==> config.mk <==
export PLATFORM = sky130hd
export DESIGN_NAME = fifo_rd_stream
export DESIGN_NICKNAME = d
export VERILOG_FILES = /design/src/rtl/fifo_pkg.sv /design/src/rtl/fifo_rd_stream_rd_skid_buf.sv /design/src/rtl/fifo_rd_stream.sv
export SDC_FILE = /design/constraint.sdc
export NUM_CORES = 1
export LEC_CHECK = 0
export ABC_CLOCK_PERIOD_IN_PS = 2400
export CORE_MARGIN = 2
export CORE_UTILIZATION = 53
export CTS_BUF_LIST = sky130_fd_sc_hd__clkbuf_2 sky130_fd_sc_hd__clkbuf_4 sky130_fd_sc_hd__clkbuf_8
export DETAILED_ROUTE_END_ITERATION = 10
export GPL_TIMING_DRIVEN = 0
export PLACE_DENSITY = 0.82
export SLEW_MARGIN = 20
export SYNTH_ARGS = -nofsm -noshare
export SYNTH_HDL_FRONTEND = slang
export SYNTH_SLANG_ARGS = --single-unit
export TNS_END_PERCENT = 10
==> constraint.sdc <==
create_clock -name rclk -period 2.4 [get_ports rclk]
set_input_delay 0.24 -clock rclk [delete_from_list [all_inputs] [get_ports rclk]]
set_output_delay 0.24 -clock rclk [all_outputs]
set_load 0.01 [all_outputs]
==> src/rtl/fifo_pkg.sv <==
// Shared definitions for the asynchronous FIFO read path.
// Word width defaults, word type and the prefetch credit helper.
package fifo_pkg;

   localparam int DATA_SIZE = 8;
   localparam int ADDR_SIZE = 4;
   localparam int BUF_DEPTH = 2;

   typedef logic [DATA_SIZE-1:0] fifo_word_t;

   // True when buffered + in-flight words after this cycle's
   // dequeue leave room for one more popped word.
   function automatic logic has_credit(
      input logic [1:0] count,
      input logic       inflight,
      input logic       deq
   );
      logic [2:0] used;
      used = {1'b0, count}
           + {2'b00, inflight}
           - {2'b00, deq};
      return used < 3'(BUF_DEPTH);
   endfunction

endpackage

==> src/rtl/fifo_rd_stream_rd_skid_buf.sv <==
// Two-entry head/tail holding buffer for the FIFO read stream.
// Head is the presented word; tail backs it up under stalls.
module rd_skid_buf
   import fifo_pkg::*;
#(
   parameter int DATA_SIZE = fifo_pkg::DATA_SIZE
) (
   input  logic                 rclk,
   input  logic                 rrst,
   input  logic                 load,
   input  logic [DATA_SIZE-1:0] din,
   input  logic                 deq,
   output logic [1:0]           count,
   output logic [DATA_SIZE-1:0] head
);

   logic [DATA_SIZE-1:0] head_q, head_d;
   logic [DATA_SIZE-1:0] tail_q, tail_d;
   logic [1:0]           count_q, count_d;

   // Next-state: write into first free slot after the dequeue.
   always_comb begin
      head_d  = head_q;
      tail_d  = tail_q;
      count_d = count_q;
      unique case ({load, deq})
         2'b11: begin
            if (count_q == 2'd2) begin
               head_d = tail_q;
               tail_d = din;
            end else begin
               head_d = din;
            end
         end
         2'b10: begin
            if (count_q == 2'd0) begin
               head_d  = din;
               count_d = 2'd1;
            end else if (count_q == 2'd1) begin
               tail_d  = din;
               count_d = 2'd2;
            end
         end
         2'b01: begin
            head_d  = tail_q;
            count_d = count_q - 2'd1;
         end
         default: begin
         end
      endcase
   end

   // Buffer registers; reset drops any held words.
   always_ff @(posedge rclk or negedge rrst) begin
      if (!rrst) begin
         head_q  <= '0;
         tail_q  <= '0;
         count_q <= '0;
      end else begin
         head_q  <= head_d;
         tail_q  <= tail_d;
         count_q <= count_d;
      end
   end

   assign count = count_q;
   assign head  = head_q;

   // The credit gate upstream must never let a word land on a full buffer.
   ovf_chk: assert property (
      @(posedge rclk) disable iff (!rrst)
      !(load && !deq && count_q == 2'd2)
   );

endmodule

==> src/rtl/fifo_rd_stream.sv <==
// Read-side stream stage of the async FIFO: pops the memory
// on credit and presents words as a registered valid/ready stream.
module fifo_rd_stream
   import fifo_pkg::*;
#(
   parameter int DATA_SIZE = fifo_pkg::DATA_SIZE
) (
   input  logic                 rclk,
   input  logic                 rrst,
   input  logic                 rEmpty,
   output logic                 rinc,
   input  logic [DATA_SIZE-1:0] rdata,
   input  logic                 en,
   output logic                 out_valid,
   output logic [DATA_SIZE-1:0] out_data,
   input  logic                 out_ready,
   output logic [1:0]           level
);

   logic                 inflight;
   logic                 deq;
   logic [1:0]           count;
   logic [DATA_SIZE-1:0] head;

   assign out_valid = (count != 2'd0);
   assign deq       = out_valid & out_ready;

   // rEmpty is used directly so the last word never over-pops;
   // rrst gates the pop so nothing escapes during reset.
   assign rinc = rrst & en & ~rEmpty
               & has_credit(count, inflight, deq);

   // rdata is valid exactly one cycle after a pop edge.
   always_ff @(posedge rclk or negedge rrst) begin
      if (!rrst) inflight <= 1'b0;
      else       inflight <= rinc;
   end

   rd_skid_buf #(
      .DATA_SIZE(DATA_SIZE)
   ) u_buf (
      .rclk  (rclk),
      .rrst  (rrst),
      .load  (inflight),
      .din   (rdata),
      .deq   (deq),
      .count (count),
      .head  (head)
   );

   assign out_data = head;
   assign level    = count;

endmodule

==> results of run 1 <==
## logic make-up (layout without fill, tap and decap cells)
family	Yosys count	after routing	share of synthesized area (%)
compound gates	31	31	20.5
xor+xnor	1	1	0.704
fa+ha+maj	8	8	8.64
buf+inv	14	50	8.24
flops	19	19	38.2
mux	18	18	18.8
simple gates	8	8	4.92
## cell type report
type	instances	area, sq um
plain buffers	6	72.6
clock buffers	3	22.5
clock inverters	1	5.00
fillers	154	571
inverters	8	30.0
multi-input cells	66	704
flip-flops and latches	19	477
well taps	28	35.0
repair buffers	32	295
## sequential cells by signal, indices dropped and copies added (netlist names)
name / flops
inflight: 1
u_buf.tail_q: 8
u_buf.count: 2
u_buf.head: 8
## how the worst max path moves through the flow
stage,start,to,slack (ns),depth (start not counted)
finish,u_buf.count[0],rinc,-0.14,9
global route,u_buf.count[0],rinc,-0.25,9
CTS,u_buf.count[0],rinc,-0.17,9
detailed placement,u_buf.count[0],rinc,-0.66,9
global placement,u_buf.count[0],rinc,-0.52,9
floorplan,u_buf.count[0],rinc,0.007,8
## worst register-to-register path, delay by kind of cell, from the launching register on
kind	cells	cell delay, ns
buffers and inverters	5	0.53
DFF	1	0.39
and+or+nand+nor	2	0.38
adders and majority gates	2	0.35
muxes	1	0.33
AOI/OAI and AO/OA	1	0.06
## report_power, final
group	leakage, uW	internal (uW)	switching, uW
registers	0.000235	465	101
logic	0.000492	683	525
clock network	0.0000177	62.1	102
## routing by layer
metal / part of all wire [%] / up-vias / wire length [um] / global-route usage, %
met5: 0 / - / 0 / 0
met4: 2.8 / 0 / 77 / 13.7
met3: 4.8 / 9 / 133 / 3.14
met2: 49 / 39 / 1340 / 34.2
met1: 44 / 457 / 1220 / 30.4
li1: - / 441 / - / -
## timing repair
action,in CTS,in global routing
buffers inserted,6,2
setup endpoints to repair,2,1
hold buffers,0,0
pin swaps,3,2
resized for setup,11,0
## cell usage in the layout (no fill, tap or decap), types with 2 or more instances in the layout
| cell type | synthesis | routed |
|---|---|---|
| clkdlybuf4s50_1 | 0 | 23 |
| dfrtp_1 | 19 | 18 |
| mux2_4 | 8 | 8 |
| mux2i_1 | 8 | 8 |
| a221oi_1 | 8 | 8 |
| buf_4 | 0 | 8 |
| a211oi_1 | 6 | 6 |
| a21o_2 | 6 | 6 |
| inv_1 | 7 | 5 |
| ha_1 | 7 | 5 |
| buf_6 | 4 | 4 |
| inv_2 | 1 | 3 |
| nor2_1 | 3 | 3 |
| a21oi_1 | 3 | 3 |
| clkbuf_4 | 0 | 3 |
| clkbuf_8 | 2 | 2 |
| a31oi_1 | 2 | 2 |
| ha_4 | 0 | 2 |
## per-stage QoR
stage | power [uW] | area, sq um | hold slack (ns) | setup WS (ns) | instances
global route | 2060 | 1640 | 0.503 | -0.251 | 163
finish | 1940 | 1640 | 0.426 | -0.142 | 163
detailed placement | 1630 | 1520 | 0.469 | -0.658 | 151
global placement | 1580 | 1520 | 0.461 | -0.517 | 151
floorplan | 1280 | 1250 | -0.0556 | 0.00714 | 99
CTS | 1910 | 1630 | 0.455 | -0.174 | 161
==> flow_summary.yaml, run 1 <==
status:
  run_status: "finished with violations"
  violations: "negative setup slack"
pwr:
  power.ir.vdd_worst_v: 0.000759
  power_leakage_uw: 0.000745
  power_density_mw_per_mm2: 1180
yosys:
  ys.flop_type: "dfrtp_1"
  yosys_warnings: 0
  netlist_area_sq_mm: 0.00124
  syn_inst: 99
  synthTopCellsByCount: "19 x dfrtp_1, 8 x a221oi_1, 8 x mux2_4, 8 x mux2i_1"
  ys_seq_area_share_pct: 38.2
  synth_top_cells_by_area: "dfrtp_1 38%, mux2_4 9.6%, ha_1 7.0%"
  syn_nets: 120
  synth-async-reset-ratio_pct: 100
  synth_top_area_share_pct: 38.2
  synth_edf_count: 0
  yosysUniqueCellTypes: 28
  yosysMostFrequentCell: "dfrtp_1"
  yosys.area.top_type: "dfrtp_1"
  postSynthAreaPerCell_sq_um: 12.6
  ys_ff_latch: 19
global_routing:
  grt_max_degree: 21
  grt_pass1_vias: 937
  grt_usage_pct: 22.6
  grt_pass1_wl_um: 4440
  grt_overflow: 0
  antenna_found_initial: 0
setup_path:
  cp_common_cell: "ha_4"
  worst-path-max-fanout: 2
  reg2reg_setup_slack_ns: 0.26
  end_kind: "output port"
  cpMaxStageDelayCell: "fa_1"
  reg2regPathDepth: 11
  criticalPathCategory: "reg -> out"
  cp.buffers_inverters: 2
  crit_required_ns: 2.16
  path_cells: "inv_2 > ha_4 > nor2b_4 > ha_4 > nand2b_4 > fa_1 > nand4b_1 > nor2_1 > buf_2"
  r2r-end: "u_buf.tail_q[4]"
  slowest_delay_ns: 0.49
  rr_startpoint: "u_buf.count[0]"
  critPathTopFamily: "adder cells"
  arrival_ns: 2.30
  start_kind: "flop"
final_layout:
  drive_above_1_share_pct: 34.1
  final_nets: 157
  n_antenna_cell: 0
  final_core_util_pct: 74.2
  area_growth_pct: 31.9
timing:
  max_slew.worst_pin.slew_ns: 0.882
  report.final.setup_viol: 1
  finalHoldViolations: 0
  clock-skew-final_ns: 0.00699
  final.setup.tns_ns: -0.142
  max_freq_ghz: 0.393
  fin_crit_ns: 2.54
  post-route-period-util_pct: 106
  slew_violations: 0
  slew-limit-headroom_pct: 41.0
  rsz0062_at_grt: "true"
  finalWorstSetupSlack_ns: -0.142
detailed_routing:
  drt_wl_total_um: 2770
  drc: 0
  vias_per_cell: 5.80
  wire_per_inst_um: 17.0
  via_count: 946
  ant_nets: 0
  dr.pass1.iters: 4
  first_iter_violations: 15
die:
  io_pins: 25
  die-area_sq_mm: 0.00275
  dieWidth_um: 52.5
  die_h_um: 52.5
  std_cell_rows: 17
  coreArea_sq_mm: 0.00221
  initial_utilization_pct: 56.3
clock_network:
  cts_num_sinks: 19
  clock_path_buffers: 2
  htree_levels: 1
  cts_tree: "done"
  cts_buffers: 3
  path_clk_slew_ns: 0.11
  clk_latency_ns: 0.30
  ctsRootBufferMaster: "clkbuf_4"
placed_design:
  placement.io_buffers: 24
  dp_hpwl_um: 1820
  finalWeightedCongestion: 0.752
flow_run:
  maxCapViolations: 0
worst_hold_path:
  holdCritPathClass: "in -> async"
Power figures use the tool's default switching activity.
==> run 2: changes to the inputs <==
--- a/config.mk
+++ b/config.mk
@@ -6,7 +6,7 @@
 export NUM_CORES = 1
 export LEC_CHECK = 0
 export ABC_CLOCK_PERIOD_IN_PS = 2400
-export CORE_MARGIN = 2
+export CORE_MARGIN = 3
 export CORE_UTILIZATION = 53
 export CTS_BUF_LIST = sky130_fd_sc_hd__clkbuf_2 sky130_fd_sc_hd__clkbuf_4 sky130_fd_sc_hd__clkbuf_8
 export DETAILED_ROUTE_END_ITERATION = 10
==> flow_summary.yaml, run 2 (synthesis results as in run 1) <==
timing:
  finalWorstSetupSlack_ns: -0.138
  finalHoldViolations: 0
  hold-worst-slack_ns: 0.427
  slew-limit-headroom_pct: 41.6
  final.setup.tns_ns: -0.138
  slew_violations: 0
  post-route-period-util_pct: 106
  clock-skew-final_ns: 0.00196
  report.final.setup_viol: 1
  rsz0062_at_grt: "true"
  max_slew.worst_pin.slew_ns: 0.874
  fin_crit_ns: 2.54
  max_freq_ghz: 0.394
setup_path:
  criticalPathCategory: "reg -> out"
  worst-path-max-fanout: 2
  end_kind: "output port"
  crit_required_ns: 2.16
  arrival_ns: 2.30
  cp-startpoint: "u_buf.count[0]"
  start_kind: "flop"
  rr_startpoint: "u_buf.count[0]"
die:
  coreArea_sq_mm: 0.00208
  die_h_um: 54.5
  die-area_sq_mm: 0.00297
  initial_utilization_pct: 59.8
  dieWidth_um: 54.5
  io_pins: 25
  std_cell_rows: 16
status:
  violations: "negative setup slack"
  run_status: "finished with violations"
final_layout:
  drive_above_1_share_pct: 34.1
  area_growth_pct: 31.8
  final_cell_mix: "23 x clkdlybuf4s50_1, 18 x dfrtp_1"
  fin_cells: 162
  n_antenna_cell: 0
  final_common_cell: "clkdlybuf4s50_1"
  fill_cells: 139
  final_nets: 157
pwr:
  power_leakage_uw: 0.000745
  power.ir.vdd_worst_v: 0.000769
  total_power_uw: 1930
  power_density_mw_per_mm2: 1180
global_routing:
  top_usage_layer: "met2"
  grt_pass1_vias: 997
  grt_max_degree: 21
  grt_pass1_wl_um: 4610
  grt_overflow: 0
  grt_usage_pct: 21.6
  use_met1_pct: 26.9
  grt_util_met2_pct: 38.4
  antenna_found_initial: 0
  met3_usage_pct: 3.54
detailed_routing:
  ant_nets: 0
  via_count: 958
  dr.pass1.iters: 4
  wire_per_inst_um: 17.5
  drc: 0
  first_iter_violations: 22
  drt_wl_total_um: 2840
  vias_per_cell: 5.91
placed_design:
  placement.io_buffers: 24
  dp_cells: 150
  dp_hpwl_um: 1940
  finalWeightedCongestion: 0.763
clock_network:
  cts_num_sinks: 19
  ctsRootBufferMaster: "clkbuf_4"
  htree_levels: 1
  path_clk_slew_ns: 0.11
  cts_tree: "done"
  cts_hold_repair.buffers: 0
  clk_latency_ns: 0.29
  clock_path_buffers: 2
  cts_buffers: 3
flow_run:
  maxCapViolations: 0
worst_hold_path:
  holdCritPathClass: "in -> async"
-- run 2: cell counts in the layout (fill, tap and decap cells not counted) --
Identical to the previous run, type by type.
-- run 2: path summary, 6_finish.rpt --
check	to	cells after the start	slack [ns]
min in group rclk	u_buf.head[2]	1	0.49
setup / recovery	rinc	9	-0.14
setup reg to reg	u_buf.tail_q[4]	11	0.29
hold / removal	inflight	1	0.43
max in group asynchronous	u_buf.count[1]	1	1.38
hold reg to reg	u_buf.head[2]	1	0.49
-- run 2: power breakdown --
| part | internal, uW | total (uW) | switching [uW] |
|---|---|---|---|
| Clock | 62.0 | 165 | 103 |
| Combinational | 673 | 1200 | 523 |
| Sequential | 465 | 569 | 104 |
| Total | 1200 | 1930 | 730 |
-- run 2: repair_timing --
item,in CTS,in global routing
setup buffers,6,2
endpoints found under the setup margin,1,1
pin swaps,2,1
gates resized for setup,11,0
-- run 2: cell type report --
cell class / count / area, sq um / area share (%)
multi-input combinational: 66 / 704 / 42.9
sequential: 19 / 477 / 29.1
timing repair buffer: 32 / 295 / 18.0
buffer: 6 / 72.6 / 4.42
tap: 27 / 33.8 / 2.06
inverter: 8 / 30.0 / 1.83
clock buffer: 3 / 22.5 / 1.37
clock inverter: 1 / 5.00 / 0.305
-- run 2: stage by stage --
stage               area (sq um)  utilization [%]  worst slack [ns]
detailed placement          1520             73.0            -0.670
global route                1640             78.8            -0.237
CTS                         1630             78.1            -0.117
global placement            1520             73.0            -0.528
floorplan                   1250                -           0.00714
finish                      1640             78.8            -0.138
-- run 2: critical path, stage by stage, from the launching register on --
cell,delay (ns)
dfrtp_1,0.38
inv_2,0.07
ha_4,0.17
nor2b_4,0.13
ha_4,0.20
nand2b_4,0.14
fa_1,0.48
nand4b_1,0.09
nor2_1,0.18
buf_2,0.16
-- run 2: metal layers --
metal	share of wire (%)	wire (um)	vias up
met5	0	0	-
met3	3.3	93	4
li1	-	-	444
met2	52	1470	27
met4	1.1	31	0
met1	44	1240	483
==> run 3: changes to the inputs <==
--- a/config.mk
+++ b/config.mk
@@ -5,10 +5,11 @@
 export SDC_FILE = /design/constraint.sdc
 export NUM_CORES = 1
 export LEC_CHECK = 0
-export ABC_CLOCK_PERIOD_IN_PS = 2400
+export ABC_CLOCK_PERIOD_IN_PS = 2810
 export CORE_MARGIN = 3
 export CORE_UTILIZATION = 53
 export CTS_BUF_LIST = sky130_fd_sc_hd__clkbuf_2 sky130_fd_sc_hd__clkbuf_4 sky130_fd_sc_hd__clkbuf_8
+export CTS_CLUSTER_SIZE = 28
 export DETAILED_ROUTE_END_ITERATION = 10
 export GPL_TIMING_DRIVEN = 0
 export PLACE_DENSITY = 0.82
==> constraint.sdc (replaced) <==
create_clock -name rclk -period 2.81 [get_ports rclk]
set_input_delay 0.281 -clock rclk [delete_from_list [all_inputs] [get_ports rclk]]
set_output_delay 0.281 -clock rclk [all_outputs]
set_load 0.02 [all_outputs]
==> flow_summary.yaml, run 3 (synthesis results as in run 1) <==
setup_path:
  critPathTopFamily: "adder cells"
  start_kind: "flop"
  slowest_delay_ns: 0.49
  path_cells: "inv_2 > ha_4 > nor2b_4 > ha_1 > nand2b_1 > fa_1 > nand4b_1 > nor2_2 > buf_4"
  cpMaxStageDelayCell: "fa_1"
  crit_required_ns: 2.53
  arrival_ns: 2.40
  worst-path-max-fanout: 4
  cp.buffers_inverters: 2
  criticalPathCategory: "reg -> out"
  end_kind: "output port"
detailed_routing:
  via_count: 957
  ant_nets: 0
  wire_per_inst_um: 17.2
  dr.pass1.iters: 4
  vias_per_cell: 5.94
  drt_wl_total_um: 2780
  drc: 0
  first_iter_violations: 15
pwr:
  clockPowerShare_pct: 8.4
  power_frac_comb_pct: 62.8
  swShare_pct: 40.0
  p_switching_uw: 673
  power_density_mw_per_mm2: 1040
  power.ir.vdd_worst_v: 0.000649
  seqPwrFrac_pct: 28.9
  power_leakage_uw: 0.000733
  power.internal_uw: 1010
clock_network:
  clk_latency_ns: 0.29
  clock_path_buffers: 2
  cts_buffers: 3
  ctsRootBufferMaster: "clkbuf_4"
  cts_tree: "done"
  cts_num_sinks: 19
  path_clk_slew_ns: 0.11
  htree_levels: 1
  cts_hold_repair.buffers: 0
global_routing:
  grt_max_degree: 21
  grt_pass1_wl_um: 4570
  grt_overflow: 0
  grt_pass1_vias: 978
  antenna_found_initial: 0
  grt_usage_pct: 21.4
placed_design:
  place_ws_ns: -0.358
  finalWeightedCongestion: 0.732
  dp_hpwl_um: 1820
  placement.io_buffers: 24
  placed_area_sq_mm: 0.00152
  dp_cells: 150
die:
  initial_utilization_pct: 59.8
  std_cell_rows: 16
  dieWidth_um: 54.5
  die-area_sq_mm: 0.00297
  coreArea_sq_mm: 0.00208
  io_pins: 25
  die_h_um: 54.5
final_layout:
  fin_cells: 161
  fill_cells: 142
  drive_above_1_share_pct: 32.8
  final_area_sq_mm: 0.00162
  final_nets: 156
  n_antenna_cell: 0
  area_growth_pct: 29.9
  final_cell_mix: "23 x clkdlybuf4s50_1, 18 x dfrtp_1"
  final_common_cell: "clkdlybuf4s50_1"
status:
  run_status: "complete, no violations"
timing:
  slew-limit-headroom_pct: 40.0
  hold-worst-slack_ns: 0.480
  report.final.setup_viol: 0
  clock-skew-final_ns: 0.00172
  slew_violations: 0
  fin_crit_ns: 2.68
  finalHoldViolations: 0
  post-route-period-util_pct: 95.3
  max_freq_ghz: 0.373
  finalWorstSetupSlack_ns: 0.131
  max_slew.worst_pin.slew_ns: 0.898
worst_hold_path:
  holdCritPathClass: "in -> async"
flow_run:
  maxCapViolations: 0
[run 3: cell count changes in the layout (fill, tap and decap cells not counted), sizes merged]
| cell | change |
|---|---|
| buf | -1 |
[run 3: per-stage QoR]
stage / utilization [%] / setup TNS [ns] / total power (uW)
6_report: 77.7 / 0 / 1680
5_1_grt: 77.7 / -0.0140 / 1790
4_1_cts: 75.7 / 0 / 1630
3_5_place_dp: 73.0 / -0.358 / 1440
3_3_place_gp: 73.0 / -0.267 / 1400
2_1_floorplan: - / 0 / 1150
[run 3: layout make-up]
class	count	area, sq um	area share, %
repair buffers	31	290	17.9
well taps	27	33.8	2.09
plain buffers	6	72.6	4.49
flip-flops and latches	19	477	29.5
clock buffers	3	22.5	1.39
clock inverters	1	5.00	0.309
inverters	8	30.0	1.86
multi-input cells	66	687	42.5
[run 3: final timing paths]
kind                                   endpoint  cells past startpoint  slack (ns)      startpoint
max in group asynchronous        u_buf.count[1]                      1        1.72            rrst
worst min register to register    u_buf.head[7]                      1        0.50   u_buf.head[7]
min in group rclk                 u_buf.head[7]                      1        0.50   u_buf.head[7]
worst max-delay path                       rinc                      9        0.13  u_buf.count[0]
worst max register to register  u_buf.tail_q[4]                     11        0.71  u_buf.count[0]
worst min-delay path                   inflight                      1        0.48            rrst
[run 3: timing repair]
item                       in CTS  in global routing
resized for setup               9                  3
setup endpoints to repair       1                  1
pin swaps                       1                  1
buffers inserted                2                  5
[run 3: power groups by stage]
stage	clock network (uW)	logic [uW]	registers, uW
final	141	1060	486
after global routing	163	1130	498
after CTS	148	1010	478
after detailed placement	0	946	495
after global placement	0	919	485
after floorplan	0	591	557
[run 3: metal layers]
layer / global-route usage (%) / vias to the layer above / routed length, um
li1: - / 441 / -
met1: 27.0 / 490 / 1300
met2: 37.6 / 24 / 1370
met3: 3.27 / 2 / 97
met4: 5.39 / 0 / 10
met5: 0 / - / 0
